## src/rtl/arp_decode.sv

```systemverilog
// Receive-side ARP payload parser: validates the 28-byte header/targets and presents
// sender addresses and opcode of accepted packets, pulsing drop for rejected ones.
module arp_decode #(
    parameter logic [47:0] MAC_ADDR = 48'h0,
    parameter logic [31:0] IP_ADDR  = 32'h0
) (
    input  logic        clk,
    input  logic        rst,
    input  logic        en,
    input  logic [7:0]  din,
    output logic        ovalid,
    output logic        oper_reply,
    output logic [47:0] sha,
    output logic [31:0] spa,
    output logic        drop
);
    typedef enum logic [1:0] {StIdle, StParse, StDrain} state_e;

    state_e      state_q, state_d;
    logic [4:0]  cnt_q, cnt_d;
    logic        bad_q, bad_d;
    logic        reply_cap_q, reply_cap_d;
    logic [47:0] sha_cap_q, sha_cap_d;
    logic [31:0] spa_cap_q, spa_cap_d;
    logic        ovalid_d, drop_d, oper_reply_d;
    logic [47:0] sha_d;
    logic [31:0] spa_d;
    logic        byte_bad;
    logic [4:0]  tha_idx, tpa_idx;
    logic [47:0] mac_sh;
    logic [31:0] ip_sh;

    // Shift the expected address so the byte for the current index sits in the top lane.
    assign tha_idx = cnt_q - 5'd18;
    assign tpa_idx = cnt_q - 5'd24;
    assign mac_sh  = MAC_ADDR << {tha_idx, 3'b000};
    assign ip_sh   = IP_ADDR << {tpa_idx, 3'b000};

    always_comb begin
        byte_bad = 1'b0;
        case (cnt_q)
            5'd0, 5'd3, 5'd6: byte_bad = (din != 8'h00);
            5'd1:             byte_bad = (din != 8'h01);
            5'd2:             byte_bad = (din != 8'h08);
            5'd4:             byte_bad = (din != 8'h06);
            5'd5:             byte_bad = (din != 8'h04);
            5'd7:             byte_bad = (din != 8'h01) && (din != 8'h02);
            5'd18, 5'd19, 5'd20, 5'd21, 5'd22, 5'd23:
                byte_bad = reply_cap_q && (din != mac_sh[47:40]);
            5'd24, 5'd25, 5'd26, 5'd27:
                byte_bad = (din != ip_sh[31:24]);
            default:          byte_bad = 1'b0;
        endcase
    end

    always_comb begin
        state_d      = state_q;
        cnt_d        = cnt_q;
        bad_d        = bad_q;
        reply_cap_d  = reply_cap_q;
        sha_cap_d    = sha_cap_q;
        spa_cap_d    = spa_cap_q;
        ovalid_d     = 1'b0;
        drop_d       = 1'b0;
        oper_reply_d = oper_reply;
        sha_d        = sha;
        spa_d        = spa;
        unique case (state_q)
            StIdle, StParse: begin
                if (en) begin
                    if (cnt_q == 5'd7) reply_cap_d = (din == 8'h02);
                    if (cnt_q >= 5'd8 && cnt_q <= 5'd13) sha_cap_d = {sha_cap_q[39:0], din};
                    if (cnt_q >= 5'd14 && cnt_q <= 5'd17) spa_cap_d = {spa_cap_q[23:0], din};
                    if (cnt_q == 5'd27) begin
                        if (bad_q || byte_bad) begin
                            drop_d = 1'b1;
                        end else begin
                            ovalid_d     = 1'b1;
                            sha_d        = sha_cap_q;
                            spa_d        = spa_cap_q;
                            oper_reply_d = reply_cap_q;
                        end
                        state_d = StDrain;
                        cnt_d   = 5'd28;
                        bad_d   = 1'b0;
                    end else begin
                        state_d = StParse;
                        cnt_d   = cnt_q + 5'd1;
                        bad_d   = bad_q | byte_bad;
                    end
                end else if (state_q == StParse) begin
                    // Truncated payload.
                    drop_d  = 1'b1;
                    state_d = StIdle;
                    cnt_d   = 5'd0;
                    bad_d   = 1'b0;
                end
            end
            StDrain: begin
                if (!en) begin
                    state_d = StIdle;
                    cnt_d   = 5'd0;
                end
            end
            default: begin
                state_d = StIdle;
                cnt_d   = 5'd0;
                bad_d   = 1'b0;
            end
        endcase
    end

    always_ff @(posedge clk or posedge rst) begin
        if (rst) begin
            state_q     <= StIdle;
            cnt_q       <= 5'd0;
            bad_q       <= 1'b0;
            reply_cap_q <= 1'b0;
            sha_cap_q   <= 48'h0;
            spa_cap_q   <= 32'h0;
            ovalid      <= 1'b0;
            drop        <= 1'b0;
            oper_reply  <= 1'b0;
            sha         <= 48'h0;
            spa         <= 32'h0;
        end else begin
            state_q     <= state_d;
            cnt_q       <= cnt_d;
            bad_q       <= bad_d;
            reply_cap_q <= reply_cap_d;
            sha_cap_q   <= sha_cap_d;
            spa_cap_q   <= spa_cap_d;
            ovalid      <= ovalid_d;
            drop        <= drop_d;
            oper_reply  <= oper_reply_d;
            sha         <= sha_d;
            spa         <= spa_d;
        end
    end

`ifndef SYNTHESIS
    a_cnt_range: assert property (@(posedge clk) disable iff (rst) cnt_q <= 5'd28);
    a_ovalid_src: assert property (@(posedge clk) disable iff (rst)
        ovalid |-> $past(state_q == StParse && cnt_q == 5'd27));
    a_excl: assert property (@(posedge clk) disable iff (rst) !(ovalid && drop));
`endif
endmodule
```

## config.mk

```make
export PLATFORM = sky130hd
export DESIGN_NAME = arp_decode
export DESIGN_NICKNAME = d
export VERILOG_FILES = /design/src/rtl/arp_decode.sv
export SDC_FILE = /design/constraint.sdc
export NUM_CORES = 1
export LEC_CHECK = 0
export CORE_MARGIN = 4
export CORE_UTILIZATION = 55
export CTS_CLUSTER_DIAMETER = 30
export CTS_CLUSTER_SIZE = 30
export DETAILED_ROUTE_END_ITERATION = 10
export GPL_TIMING_DRIVEN = 0
export PLACE_DENSITY = 0.89
export SLEW_MARGIN = 20
export SYNTH_ARGS = -nofsm -noshare
export SYNTH_HDL_FRONTEND = slang
export SYNTH_SLANG_ARGS = --single-unit
```

## constraint.sdc

```tcl
create_clock -name clk -period 6.5 [get_ports clk]
set_input_delay 1.3 -clock clk [delete_from_list [all_inputs] [get_ports clk]]
set_output_delay 1.3 -clock clk [all_outputs]
set_load 0.02 [all_outputs]
```

# After elaboration in Yosys (flattened, before gate mapping)
# Index checks and enable logic that the tools add are counted.
word_totals:
  register_bits: 172
  inputBits: 11
  out_inout_bits: 83
  word_cells: 94
classes:
  n_addsub: 3
  magnitude_cmp: 4
  n_eq_ne: 29
  shift: 2
  mux: 24
  bitwise: 3
  n_reduce_logical: 18
op_table:
  columns: ["operator", "n"]
  rows:
  - ["$eq A5 B5 Y1 const B", 10]
  - ["$shl A1 B8 Y48 const A", 1]
  - ["$shl A1 B8 Y32 const A", 1]
  - ["$eq A5 B3 Y1 const B", 4]
  - ["$mux W5", 4]
  - ["$ne A8 B3 Y1 const B", 2]
  - ["$ne A8 B8 Y1", 2]
  - ["$mux W1", 12]
  - ["$eq A5 B2 Y1 const B", 2]
  - ["$ge A5 B4 Y1 const B", 2]
  - ["$pmux W5 S2", 1]
  - ["$sub A5 B5 Y5 const B", 2]
  - ["$reduce_and A3 Y1", 3]
  - ["$eq A8 B2 Y1 const B", 1]
  - ["$mux W2", 4]
  - ["$ne A8 B1 Y1 const B", 1]
  - ["$ne A8 B2 Y1 const B", 1]
  - ["$ne A8 B4 Y1 const B", 1]
  - ["$pmux W1 S8", 1]
  - ["$reduce_bool A8 Y1", 1]
  - ["$reduce_or A6 Y1", 1]
  - ["$add A5 B1 Y5 const B", 1]
  - ["$eq A5 B1 Y1 const B", 1]
  - ["$le A5 B4 Y1 const B", 1]
  - ["18 further kinds", 23]

# Longest topological paths before layout
# Gate-level depths: netlist of the first run.
depth:
  depth_word: 10
  ltp_mapped: 9
  ltp_nobuf: 8

# Least setup slack after synthesis of the first run
# No wires, ideal clock.
synth_path:
  path_type: "input -> register"
  from: "input en"
  to: "register sha_cap_q[0]"
  setup_time_ns: 0.125
  t_arrival_ns: 3.068
  required_ns: 6.375
  slack_ns: 3.307
  path_stages: 5
  n_path_buf: 2
  path_cell_list: "nand2b_1 a2111oi_0 clkbuf_1 clkbuf_1 mux2_2"
synth_via:
  elab_chain_len: 1
synth_lines:
  columns: ["element", "line", "source"]
  rows:
  - ["start, declared", "9", "input logic en,"]
  - ["$reduce_and A3 Y1 (no line)", null, null]
  - ["end signal, assigned", "131", "sha_cap_q <= sha_cap_d;"]
  - ["end, declared", "23", "logic [47:0] sha_cap_q, sha_cap_d;"]
# No other way between the ends.
# A chain may end at the register's enable or synchronous reset.

# Worst setup path in the final report of the first run
layout_path:
  from: "input en"
  to: "register sha_cap_q[46]"
# The elaborated chain is that of the path after synthesis.

==> results.yml, run 1 <==
outcome:
  outcome: "completed"
die:
  pin_count: 94
  fp.dieArea_um2: 14800
  rows: 41
  start_util: 0.563
  dieWidth_um: 122
  coreArea_um2: 12600
  die_h_um: 122
layout:
  multi_input_area_um2: 2620
  final_cell_mix: "172 x dfrtp_1, 92 x clkdlybuf4s50_1, 80 x mux2_2"
  drive_above_1_share: 0.368
  area_growth_pct: 24.4
  final_common_cell: "dfrtp_1"
  nets: 566
  final_util: 0.700
  fillCellCount: 850
  final_area_um2: 8840
  num_antenna_cells: 0
  ff_latch_area_um2: 4300
timing:
  max_freq_mhz: 246
  final_max_slew_viol_count: 0
  worst_slew_pin_slew_ps: 842
  setup_viol: 0
  rsz0062_at_grt: "no"
  fin_crit_sh: 0.624
  fin_skew_ps: 6.76
  fin_hold_ws_ps: 492
  finalCriticalPeriod_ps: 4060
  slew_headroom: 0.424
  finalHoldViolations: 0
  setup_ws_ps: 2440
setup_path:
  crit_cells: 6
  cp_common_cell: "clkbuf_1"
  end_kind: "register"
  path_cells: "clkdlybuf4s50_1 > nand2b_1 > a2111oi_0 > clkbuf_1 > clkbuf_1 > mux2_2"
  crit_required_ps: 6810
  reg2reg_depth: 7
  cpPeakStageDelay_ps: 790
  r2r_start: "cnt_q[1]"
  path_class: "input port to register"
  slowest_stage: "a2111oi_0"
  start_kind: "input port"
  crit_family: "buffers and inverters"
  cp_num_buf_inv: 3
  crit_start: "en"
  crit_fanout: 10
  cp.arrival_ps: 4360
routing:
  remaining_drc_errors: 0
  drt-initial-drc-count: 327
  vias: 3988
  post_drt_wl_per_cell_um: 19.2
  drt_first_pass_iters: 4
  wl_mm: 14.1
  ant_nets: 0
  vias_per_cell: 5.43
power_and_ir_drop:
  intPower_mw: 1.90
  combPwrFrac: 0.095
  clkPwrFrac: 0.385
  cellLeakagePower_nw: 4.38
  power_switching_mw: 0.607
  power.density_nw_per_um2: 284
  seq_power_share: 0.520
  switching_share: 0.242
  peakVddDrop_mv: 0.195
clock_network:
  cts_resized: 0
  clk_path_buf_depth: 2
  ctsHoldBuffers: 0
  cts_tree: "built"
  post_cts_buffers: 0
  cts.sinks: 172
  cts_made_buffers: 17
  clkTransAtPathRegs_ps: 60
  cts-htree-levels: 4
  clkLatencyLatePin_ps: 420
  cts_root_buffer: "clkbuf_16"
global_route:
  antenna_found_initial: 0
  grt_overflow: 0
  grt_pass1_vias: 4257
  grt_pass1_wl_mm: 23.4
  grt_max_degree: 98
  grt_usage: 0.205
hold_path:
  min_path_cells: 1
  worstHoldPathType: "register to register"
  hold_start: "sha_cap_q[47]"
synthesis:
  yosys.area.top_type_share: 0.606
  synth_ff_type: "dfrtp_1"
  syn_area_um2: 7100
  synth_seq_cells: 172
  synth_nets: 454
  syn_area_per_cell_um2: 16.2
  ys_seq_area_frac: 0.606
  yosys-top-cells-area: "dfrtp_1 61%, mux2_4 17%, mux2_2 13%"
  synth_edf_count: 0
  ys_types: 40
  ys_async_sr_fraction: 1.00
  synth_area_leader_cell: "dfrtp_1"
  ys_warn_count: 0
  synth_cells: 439
place:
  placed_cell_area_um2: 8270
  gp_congestion: 0.898
  post-place-ws_ps: 2040
  port_buffers: 92
  hpwl_mm: 9.46
run:
  cap_viol_max_count: 0
## Yosys cell counts (2+ instances only)
cell and instances:
ha_1 4, buf_2 3, xnor2_1 2, mux2_1 2, or2_2 2, nor4_1 3, nor3_1 2, inv_1 7
nand2b_1 5, o221ai_1 2, dfrtp_1 172, mux2_2 80, buf_6 8, o32ai_1 2, nand4b_1 2, and2_1 2
nor2b_1 3, nand3_1 3, mux2i_1 2, a21oi_1 5, nor2_1 7, o21ai_0 7, mux2_4 79, nand2_1 9
clkbuf_1 11
## registers in the layout, indices dropped and copies added (netlist names)
| signal | flops |
|---|---|
| oper_reply | 1 |
| ovalid | 1 |
| sha | 48 |
| reply_cap_q | 1 |
| spa | 32 |
| bad_q | 1 |
| cnt_q | 5 |
| sha_cap_q | 48 |
| state_q | 2 |
| spa_cap_q | 32 |
| drop | 1 |
## path summary, 6_finish.rpt
| kind | end | slack [ps] |
|---|---|---|
| setup / recovery | sha_cap_q[46] | 2440 |
| hold / removal | sha[47] | 490 |
| setup reg to reg | sha_cap_q[46] | 3080 |
| hold reg to reg | sha[47] | 490 |
| max in group asynchronous | sha[2] | 4330 |
| min in group asynchronous | spa_cap_q[30] | 1350 |
## per-layer routing
| layer | part of all wire | vias to the layer above | global-route usage |
|---|---|---|---|
| met5 | 0 | - | 0 |
| met4 | 0.023 | 0 | 0.0777 |
| met3 | 0.044 | 26 | 0.0543 |
| met2 | 0.49 | 112 | 0.322 |
| met1 | 0.44 | 2063 | 0.278 |
| li1 | - | 1787 | - |
## through the flow
stage                     TNS [ps]  power [mW]  instances
after floorplan                  0        1.47        439
after global placement     -219800        1.53        703
after detailed placement         0        1.56        704
after CTS                        0        2.52        735
after global routing             0        2.62        735
final                            0        2.51        735
## layout make-up
type                       instances  share of cell area
multi-input combinational        237               0.297
inverter                           8             0.00425
clock inverter                     7             0.00708
sequential                       172               0.487
timing repair buffer              93               0.107
tap                              172              0.0243
buffer                            22              0.0166
clock buffer                      24              0.0568
## cell families (layout without fill, tap and decap cells)
kind of cell | count (synthesis) | after routing | synth area share
compound gates | 26 | 26 | 0.0280
xor+xnor | 3 | 3 | 0.00370
fa+ha+maj | 4 | 4 | 0.00705
buf+inv | 30 | 154 | 0.0248
flops | 172 | 172 | 0.606
mux | 163 | 163 | 0.300
simple gates | 41 | 41 | 0.0307
## power groups by stage
stage          combinational [mW]  clock (mW)  sequential [mW]
2_1_floorplan               0.189           0             1.28
3_3_place_gp                0.218           0             1.31
3_5_place_dp                0.236           0             1.32
4_1_cts                     0.240       0.976             1.30
5_1_grt                     0.265        1.03             1.32
6_report                    0.239       0.966             1.30
Note: power is estimated with default switching activity, not from simulation.
==> run 2: changes to the inputs <==
--- a/config.mk
+++ b/config.mk
@@ -6,12 +6,12 @@
 export NUM_CORES = 1
 export LEC_CHECK = 0
 export CORE_MARGIN = 4
-export CORE_UTILIZATION = 55
+export CORE_UTILIZATION = 50
 export CTS_CLUSTER_DIAMETER = 30
 export CTS_CLUSTER_SIZE = 30
 export DETAILED_ROUTE_END_ITERATION = 10
 export GPL_TIMING_DRIVEN = 0
-export PLACE_DENSITY = 0.89
+export PLACE_DENSITY = 0.85
 export SLEW_MARGIN = 20
 export SYNTH_ARGS = -nofsm -noshare
 export SYNTH_HDL_FRONTEND = slang
==> constraint.sdc (replaced) <==
create_clock -name clk -period 3.66 [get_ports clk]
set_input_delay 0.732 -clock clk [delete_from_list [all_inputs] [get_ports clk]]
set_output_delay 0.732 -clock clk [all_outputs]
set_load 0.02 [all_outputs]
==> run 2 against run 1 <==
Die area increased by 9.3%. Largest power group unchanged. Combinational power increased by 77%. Highest routed layer unchanged. Clock skew increased by 3.5 ps.
==> results.yml, run 2 (synthesis gave the netlist of run 1 again) <==
outcome:
  outcome: "completed"
die:
  rows: 43
  pin_count: 94
  fp.dieArea_um2: 16200
  die_h_um: 127
  dieWidth_um: 127
  start_util: 0.512
  coreArea_um2: 13900
setup_path:
  r2r_slack_ps: 370
  cpPeakStageDelay_ps: 680
  path_cells: "clkdlybuf4s50_1 > nand2b_1 > a2111oi_1 > clkbuf_1 > clkbuf_1 > mux2_2"
  cp_common_cell: "clkbuf_1"
  reg2reg_depth: 7
  path_class: "input port to register"
  r2r_start: "cnt_q[1]"
  crit_start: "en"
  crit_fanout: 10
  end_kind: "register"
  cp-endpoint: "sha_cap_q[46]"
  start_kind: "input port"
  worstReg2RegEnd: "sha_cap_q[46]"
  crit_required_ps: 3950
  cp.arrival_ps: 3690
  slowest_stage: "a2111oi_1"
timing:
  finalCriticalPeriod_ps: 3390
  finalSetupTns_ps: 0
  fin_crit_sh: 0.927
  worst_slew_pin_slew_ps: 719
  final_max_slew_viol_count: 0
  setup_viol: 0
  max_freq_mhz: 295
  slew_headroom: 0.521
  setup_ws_ps: 266
  finalHoldViolations: 0
  rsz0062_at_grt: "no"
  fin_skew_ps: 10.3
clock_network:
  clkLatencyLatePin_ps: 420
  cts_resized: 0
  cts_made_buffers: 17
  cts.sinks: 172
  cts_tree: "built"
  clk_path_buf_depth: 2
  ctsHoldBuffers: 0
  post_cts_buffers: 0
  cts-htree-levels: 4
  cts_root_buffer: "clkbuf_16"
  clkTransAtPathRegs_ps: 60
global_route:
  grt_pass1_wl_mm: 22.7
  grt_usage: 0.182
  grt_overflow: 0
  grt_pass1_vias: 4209
  grt_max_degree: 37
  antenna_found_initial: 0
power_and_ir_drop:
  peakVddDrop_mv: 0.375
  cellLeakagePower_nw: 4.39
  p_total_mw: 4.42
  power.density_nw_per_um2: 496
layout:
  final_common_cell: "dfrtp_1"
  final_cell_mix: "172 x dfrtp_1, 92 x clkdlybuf4s50_1, 80 x mux2_2"
  fillCellCount: 965
  nets: 570
  ff_latch_area_um2: 4300
  num_antenna_cells: 0
  top_regs: "sha (48), sha_cap_q (48)"
  multi_input_area_um2: 2620
  area_growth_pct: 25.3
  drive_above_1_share: 0.369
routing:
  post_drt_wl_per_cell_um: 18.7
  ant_nets: 0
  remaining_drc_errors: 0
  wl_mm: 14.0
  vias: 3973
  vias_per_cell: 5.32
  drt-initial-drc-count: 179
  drt_first_pass_iters: 4
place:
  port_buffers: 92
  post-place-ws_ps: -340
  gp_congestion: 0.888
  hpwl_mm: 9.97
hold_path:
  worstHoldPathType: "register to register"
run:
  cap_viol_max_count: 0
-- run 2: cell count changes in the layout (fill, tap and decap cells not counted) --
cell	previous run	this run
clkbuf_8	5	3
clkinvlp_4	1	3
clkbuf_1	13	15
buf_16	1	0
a2111oi_0	1	0
clkinv_2	5	4
inv_8	1	0
a2111oi_1	0	1
buf_12	0	5
-- run 2: power by group --
part           internal (mW)  leakage [nW]  switching, mW  total, mW
Combinational          0.245          1.78          0.178      0.423
Clock                  0.982         0.266          0.689       1.67
Sequential              2.12          2.34          0.200       2.32
-- run 2: worst max-delay path: cells and delay by family --
| family | cells | cell delay (ps) |
|---|---|---|
| and+or+nand+nor | 1 | 180 |
| AOI/OAI and AO/OA | 1 | 680 |
| buffers and inverters | 3 | 1670 |
| muxes | 1 | 410 |
-- run 2: worst min path at each step --
stage          slack, ps  cells past startpoint          start       to
2_1_floorplan        450                      1  sha_cap_q[47]  sha[47]
3_3_place_gp         460                      1  sha_cap_q[47]  sha[47]
3_5_place_dp         480                      1  sha_cap_q[47]  sha[47]
4_1_cts              500                      1  sha_cap_q[47]  sha[47]
5_1_grt              520                      1        sha[33]  sha[33]
6_report             500                      1  sha_cap_q[47]  sha[47]
-- run 2: metal layers --
| layer | GRT usage | share of wire |
|---|---|---|
| met4 | 0.0820 | 0.030 |
| met3 | 0.0422 | 0.039 |
| met1 | 0.236 | 0.44 |
| met5 | 0 | 0 |
| met2 | 0.294 | 0.49 |
-- run 2: through the flow --
| stage | utilization | cell area [um^2] | hold WS [ps] | instances |
|---|---|---|---|---|
| 4_1_cts | 0.641 | 8900 | 500 | 747 |
| 3_3_place_gp | 0.595 | 8250 | 465 | 711 |
| 2_1_floorplan | - | 7110 | 454 | 439 |
| 3_5_place_dp | 0.602 | 8350 | 478 | 716 |
| 5_1_grt | 0.641 | 8900 | 518 | 747 |
| 6_report | 0.641 | 8900 | 500 | 747 |
-- run 2: area by class of cell --
class,instances,share of cell area
inverters,8,0.00380
clock buffers,24,0.0541
flip-flops and latches,172,0.484
repair buffers,97,0.115
multi-input cells,237,0.295
clock inverters,7,0.00731
well taps,180,0.0253
plain buffers,22,0.0164
==> patch 1: new RTL, settings of run 1 <==
Register the inputs `en` and `din` before use. The logic sees them one clock later.
--- a/src/rtl/arp_decode.sv
+++ b/src/rtl/arp_decode.sv
@@ -17,2 +17,10 @@
     typedef enum logic [1:0] {StIdle, StParse, StDrain} state_e;
+
+    logic en_q;
+    logic [7:0] din_q;
+
+    always_ff @(posedge clk) begin
+        en_q  <= en;
+        din_q <= din;
+    end
 
@@ -41,12 +49,12 @@
         case (cnt_q)
-            5'd0, 5'd3, 5'd6: byte_bad = (din != 8'h00);
-            5'd1:             byte_bad = (din != 8'h01);
-            5'd2:             byte_bad = (din != 8'h08);
-            5'd4:             byte_bad = (din != 8'h06);
-            5'd5:             byte_bad = (din != 8'h04);
-            5'd7:             byte_bad = (din != 8'h01) && (din != 8'h02);
+            5'd0, 5'd3, 5'd6: byte_bad = (din_q != 8'h00);
+            5'd1:             byte_bad = (din_q != 8'h01);
+            5'd2:             byte_bad = (din_q != 8'h08);
+            5'd4:             byte_bad = (din_q != 8'h06);
+            5'd5:             byte_bad = (din_q != 8'h04);
+            5'd7:             byte_bad = (din_q != 8'h01) && (din_q != 8'h02);
             5'd18, 5'd19, 5'd20, 5'd21, 5'd22, 5'd23:
-                byte_bad = reply_cap_q && (din != mac_sh[47:40]);
+                byte_bad = reply_cap_q && (din_q != mac_sh[47:40]);
             5'd24, 5'd25, 5'd26, 5'd27:
-                byte_bad = (din != ip_sh[31:24]);
+                byte_bad = (din_q != ip_sh[31:24]);
             default:          byte_bad = 1'b0;
@@ -69,6 +77,6 @@
             StIdle, StParse: begin
-                if (en) begin
-                    if (cnt_q == 5'd7) reply_cap_d = (din == 8'h02);
-                    if (cnt_q >= 5'd8 && cnt_q <= 5'd13) sha_cap_d = {sha_cap_q[39:0], din};
-                    if (cnt_q >= 5'd14 && cnt_q <= 5'd17) spa_cap_d = {spa_cap_q[23:0], din};
+                if (en_q) begin
+                    if (cnt_q == 5'd7) reply_cap_d = (din_q == 8'h02);
+                    if (cnt_q >= 5'd8 && cnt_q <= 5'd13) sha_cap_d = {sha_cap_q[39:0], din_q};
+                    if (cnt_q >= 5'd14 && cnt_q <= 5'd17) spa_cap_d = {spa_cap_q[23:0], din_q};
                     if (cnt_q == 5'd27) begin
@@ -99,3 +107,3 @@
             StDrain: begin
-                if (!en) begin
+                if (!en_q) begin
                     state_d = StIdle;
Check against the original RTL: not equivalent (a bounded check fails within 4 cycles, from zero or initial values and one cycle with rst high).
==> patch 1 against run 1 <==
First-iteration DRC count is 2.4% lower. Combinational power is 45% lower. Area after synthesis is 1.5% higher. Routed wire length is 3.0% higher. Worst setup slack better by 0.71 ns. Sequential power is 7% lower. Clock skew is 0.00072 ns higher. Total power is 6.6% lower. Cell area is 1.5% higher. Sequential cell count is 9 higher. Register-to-register slack better by 0.08 ns. Via count is 2.6% higher. Critical path type is now reg -> reg. Largest cell class unchanged.
==> patch 1: results (changes against run 1) <==
stage,metric,value,unit,change
status,status,"complete, no violations",,unchanged
detailed_routing,detail_route.wl_per_cell,19.5,um,was 19.2 um
critical_path,cpPeakStageDelay,0.92,ns,was 0.79 ns
grt,grt_pass1_wl,23.4,mm,about the same
cells_and_area,drive_above_1_share,37.0,%,was 36.8%
grt,grt_use_total,20.5,%,about the same
placed_design,hpwl,9.85,mm,was 9.46 mm
critical_path,slowest_stage,a2111oi_0,,unchanged
critical_path,r2r-end,sha_cap_q[12],,was sha_cap_q[46]
placed_design,place_congestion,0.862,,was 0.898
clocking,clk_pin_slew,0.07,ns,
detailed_routing,dr.pass1.iters,4,,unchanged
critical_path,arrival,3.65,ns,was 4.36 ns
worst_hold_path,hold_path_depth,1,,unchanged
clocking,clock_latency,0.43,ns,
clocking,cts-root-buf,clkbuf_16,,unchanged
placed_design,numPortBuffers,93,,was 92
synthesis,yosysSeqAreaShare,62.2,%,was 60.6%
placed_design,pre_cts_ws,3.40,ns,was 2.04 ns
critical_path,r2r_setup_slack,3.16,ns,was 3.08 ns
sta,whs,0.484,ns,was 0.492 ns
sta,clock_skew,0.00748,ns,was 0.00676 ns
synthesis,synthArstFlopShare,95.0,%,was 100%
grt,first_global_vias,4424,,was 4257
grt,grt_max_degree,96,,was 98
synthesis,synth_nets,462,,was 454
synthesis,synth.top_cells.by_count,"dfrtp_1, mux2_2, mux2_4, dfxtp_1, nor2_1",,"was dfrtp_1, mux2_2, mux2_4, clkbuf_1, nand2_1"
sta,tightestPinTransition,1.02,ns,was 0.842 ns
power_and_ir_drop,p_leak,4.23,nW,was 4.38 nW
cells_and_area,nets,575,,was 566
clocking,cts_resized,0,,unchanged
critical_path,reg2regPathDepth,7,,unchanged
detailed_routing,drt_iter0_drc,319,,was 327
power_and_ir_drop,ir_drop,0.000194,V,was 0.000195 V
cells_and_area,diodes,0,,unchanged
synthesis,ys_types,45,,was 40
worst_hold_path,min_to,spa[26],,was sha[47]
worst_hold_path,hp-class,reg -> reg,,unchanged
synthesis,synth_area_leaders,"dfrtp_1, mux2_2, mux2_4",,"was dfrtp_1, mux2_4, mux2_2"
worst_hold_path,hold_path.startpoint,spa[26],,was sha_cap_q[47]
detailed_routing,via_per_inst,5.49,,was 5.43
cells_and_area,fillers,833,,was 850
placed_design,place_area,0.00839,mm2,was 0.00827 mm2
==> patch 1: cell type report <==
class | count | area share (%)
buffer | 20 | 1.58
clock buffer | 18 | 4.79
clock inverter | 14 | 1.67
inverter | 6 | 0.335
multi-input combinational | 240 | 28.5
sequential | 181 | 50.0
tap | 172 | 2.40
timing repair buffer | 94 | 10.7
==> patch 1: cells by family after synthesis <==
group                      synth area share [%]
AOI/OAI and AO/OA                          2.15
xor gates and xnor gates                  0.365
DFF                                        62.2
and+or+nand+nor                            4.06
buffers and inverters                      2.27
adders and majority gates                 0.694
muxes                                      28.2
==> patch 1: per-layer routing <==
metal  vias to the layer above  part of all wire (%)  global-route usage (%)
met5                         -                     0                       0
met4                         0                   1.5                    7.00
met3                        24                   3.9                    4.84
met2                       107                    51                    34.0
met1                      2135                    43                    26.7
li1                       1824                     -                       -
==> patch 1: worst max-delay path: cells and delay by family (launching register included) <==
kind | cells | cell delay [ns]
buffers and inverters | 3 | 1.07
AOI/OAI and AO/OA | 2 | 1.02
DFF | 1 | 0.45
muxes | 1 | 0.41
adders and majority gates | 1 | 0.27
==> patch 1: how the worst max path moves through the flow <==
| stage | end | cells past startpoint | startpoint | slack [ns] |
|---|---|---|---|---|
| final | sha_cap_q[12] | 7 | cnt_q[1] | 3.16 |
| after global placement | sha[0] | 2 | rst | -1.34 |
| after CTS | sha_cap_q[12] | 7 | cnt_q[1] | 3.16 |
| after detailed placement | sha_cap_q[5] | 7 | cnt_q[1] | 3.40 |
| after floorplan | bad_q | 1 | rst | 0.54 |
| after global routing | sha_cap_q[12] | 7 | cnt_q[1] | 2.91 |
==> patch 1: stage by stage <==
stage          std cells  utilization (%)
6_report             745             70.5
5_1_grt              745             70.5
4_1_cts              745             70.5
3_5_place_dp         713             65.9
3_3_place_gp         712             65.7
2_1_floorplan        447                -
==> patch 1: report_power, final <==
part / leakage (nW) / switching [mW] / internal, mW
logic: 1.48 / 0.0719 / 0.0594
clock network: 0.283 / 0.437 / 0.571
registers: 2.46 / 0.0407 / 1.16
total: 4.23 / 0.549 / 1.79
==> patch 2: new RTL, config.mk and constraints of run 1 <==
Made on the original files. Compare `cnt_q` against `5'd7` with >= in place of ==.
--- a/src/rtl/arp_decode.sv
+++ b/src/rtl/arp_decode.sv
@@ -70,3 +70,3 @@
                 if (en) begin
-                    if (cnt_q == 5'd7) reply_cap_d = (din == 8'h02);
+                    if (cnt_q >= 5'd7) reply_cap_d = (din == 8'h02);
                     if (cnt_q >= 5'd8 && cnt_q <= 5'd13) sha_cap_d = {sha_cap_q[39:0], din};
Function: no difference found for any inputs over 4 cycles, from zero or initial values and one cycle with rst high; that may be too few to reach the edited logic, so the function may still have changed.
==> patch 2 against run 1 <==
Cell area is 3.8% lower. Critical endpoint is now sha_cap_q[36]. Utilization is 0.77 points higher. Sequential share of layout area is 1.9 points higher. Area after synthesis is 4.7% lower. Highest routed layer unchanged. Non-clock buffer count is 1 higher. Worst setup slack better by 0.12 ns. Critical path depth is 1 higher. Count of clock-buffer cells in the layout stayed put. Routed wire length is 6.0% lower. Final cell count is 3.1% lower. Total power is 0.58% higher. Sequential cell count stayed put. Clock power is 3.2% higher.
==> patch 2: results (changes against run 1) <==
stage,metric,value,unit,change
clocking,clockBufferDepth,2,,unchanged
synthesis,ys_types,41,,was 40
detailed_routing,drt-total-wl,13.3,mm,was 14.1 mm
clocking,cts-root-buf,clkbuf_16,,unchanged
placed_design,placedCellCount,682,,was 704
detailed_routing,drt_iter0_drc,279,,was 327
cells_and_area,nets,569,,was 566
power_and_ir_drop,ir_drop,0.000230,V,was 0.000195 V
grt,grt_max_degree,94,,was 98
clocking,htree_num_levels,4,,unchanged
synthesis,yosysSeqAreaShare,63.6,%,was 60.6%
power_and_ir_drop,p_leak,4.03,nW,was 4.38 nW
sta,clock_skew,0.00647,ns,was 0.00676 ns
detailed_routing,via_per_inst,5.61,,was 5.43
sta,tightestPinTransition,0.931,ns,was 0.842 ns
placed_design,place_area,0.00792,mm2,was 0.00827 mm2
worst_hold_path,hp-class,reg -> reg,,unchanged
clocking,numCtsBuffers,17,,unchanged
placed_design,hpwl,9.35,mm,was 9.46 mm
clocking,cts_setup_buffers,0,,unchanged
status,status,"complete, no violations",,unchanged
synthesis,synth.top_cells.by_count,"dfrtp_1, mux2_2, clkbuf_1, buf_2",,"was dfrtp_1, mux2_2, mux2_4, clkbuf_1, nand2_1"
cells_and_area,top_regs,"sha (48), sha_cap_q (48)",,unchanged
synthesis,synth.avg_cell_area,15.3,um2,was 16.2 um2
synthesis,synth_nets,456,,was 454
placed_design,pre_cts_ws,2.18,ns,was 2.04 ns
grt,grt_use_total,20.0,%,was 20.5%
cells_and_area,drive_above_1_share,34.9,%,was 36.8%
synthesis,synthArstFlopShare,100,%,unchanged
grt,first_global_vias,4244,,was 4257
grt,grt_pass1_wl,22.4,mm,was 23.4 mm
cells_and_area,instances_no_fill,712,,was 735
synthesis,synth_area_leaders,"dfrtp_1, mux2_2, mux2_1",,"was dfrtp_1, mux2_4, mux2_2"
placed_design,numPortBuffers,93,,was 92
clocking,clk_pin_slew,0.06,ns,about the same
placed_design,place_congestion,0.826,,was 0.898
power_and_ir_drop,p_sw_share,23.4,%,was 24.2%
critical_path,arrival,4.23,ns,was 4.36 ns
clocking,cts_resized,0,,unchanged
grt,antenna_found_initial,0,,unchanged
die,floorplan.rows,40,,was 41
## patch 2: final timing paths
check / start / slack, ns / to / cells after the start
setup / recovery: en / 2.57 / sha_cap_q[36] / 7
hold reg to reg: sha[28] / 0.50 / sha[28] / 1
min in group asynchronous: rst / 1.36 / spa[29] / 2
setup reg to reg: cnt_q[1] / 3.19 / sha_cap_q[36] / 8
max in group asynchronous: rst / 4.32 / cnt_q[3] / 3
hold / removal: sha[28] / 0.50 / sha[28] / 1
## patch 2: layer usage
layer	GRT usage [%]	vias to the layer above	share of wire [%]
met2	32.6	133	50
li1	-	1789	-
met5	0	-	0
met1	25.4	2050	43
met3	6.32	23	6.2
met4	6.66	0	1.5
## patch 2: critical path, stage by stage
cell	delay, ns
clkdlybuf4s50_1	0.53
nand2b_1	0.07
clkbuf_1	0.25
a2111oi_0	0.88
clkbuf_1	0.46
buf_2	0.37
mux2_2	0.37
## patch 2: power by group through the flow
stage / logic [mW] / clock network, mW / registers (mW)
after CTS: 0.228 / 1.01 / 1.30
final: 0.226 / 0.997 / 1.30
after floorplan: 0.179 / 0 / 1.27
after detailed placement: 0.224 / 0 / 1.32
after global placement: 0.207 / 0 / 1.31
after global routing: 0.250 / 1.06 / 1.32
## patch 2: kinds of logic after synthesis
kind of cell	count (synthesis)	synth area share [%]
simple gates	46	3.99
fa+ha+maj	4	0.739
xor+xnor	3	0.388
flops	172	63.6
compound gates	26	2.63
buf+inv	28	1.74
mux	162	26.9
## patch 2: area by class of cell
class	count	area, um2
clock buffers	24	502
multi-input cells	241	2350
well taps	147	184
inverters	6	30.0
fillers	819	3510
flip-flops and latches	172	4300
plain buffers	22	95.1
repair buffers	94	958
clock inverters	6	85.1
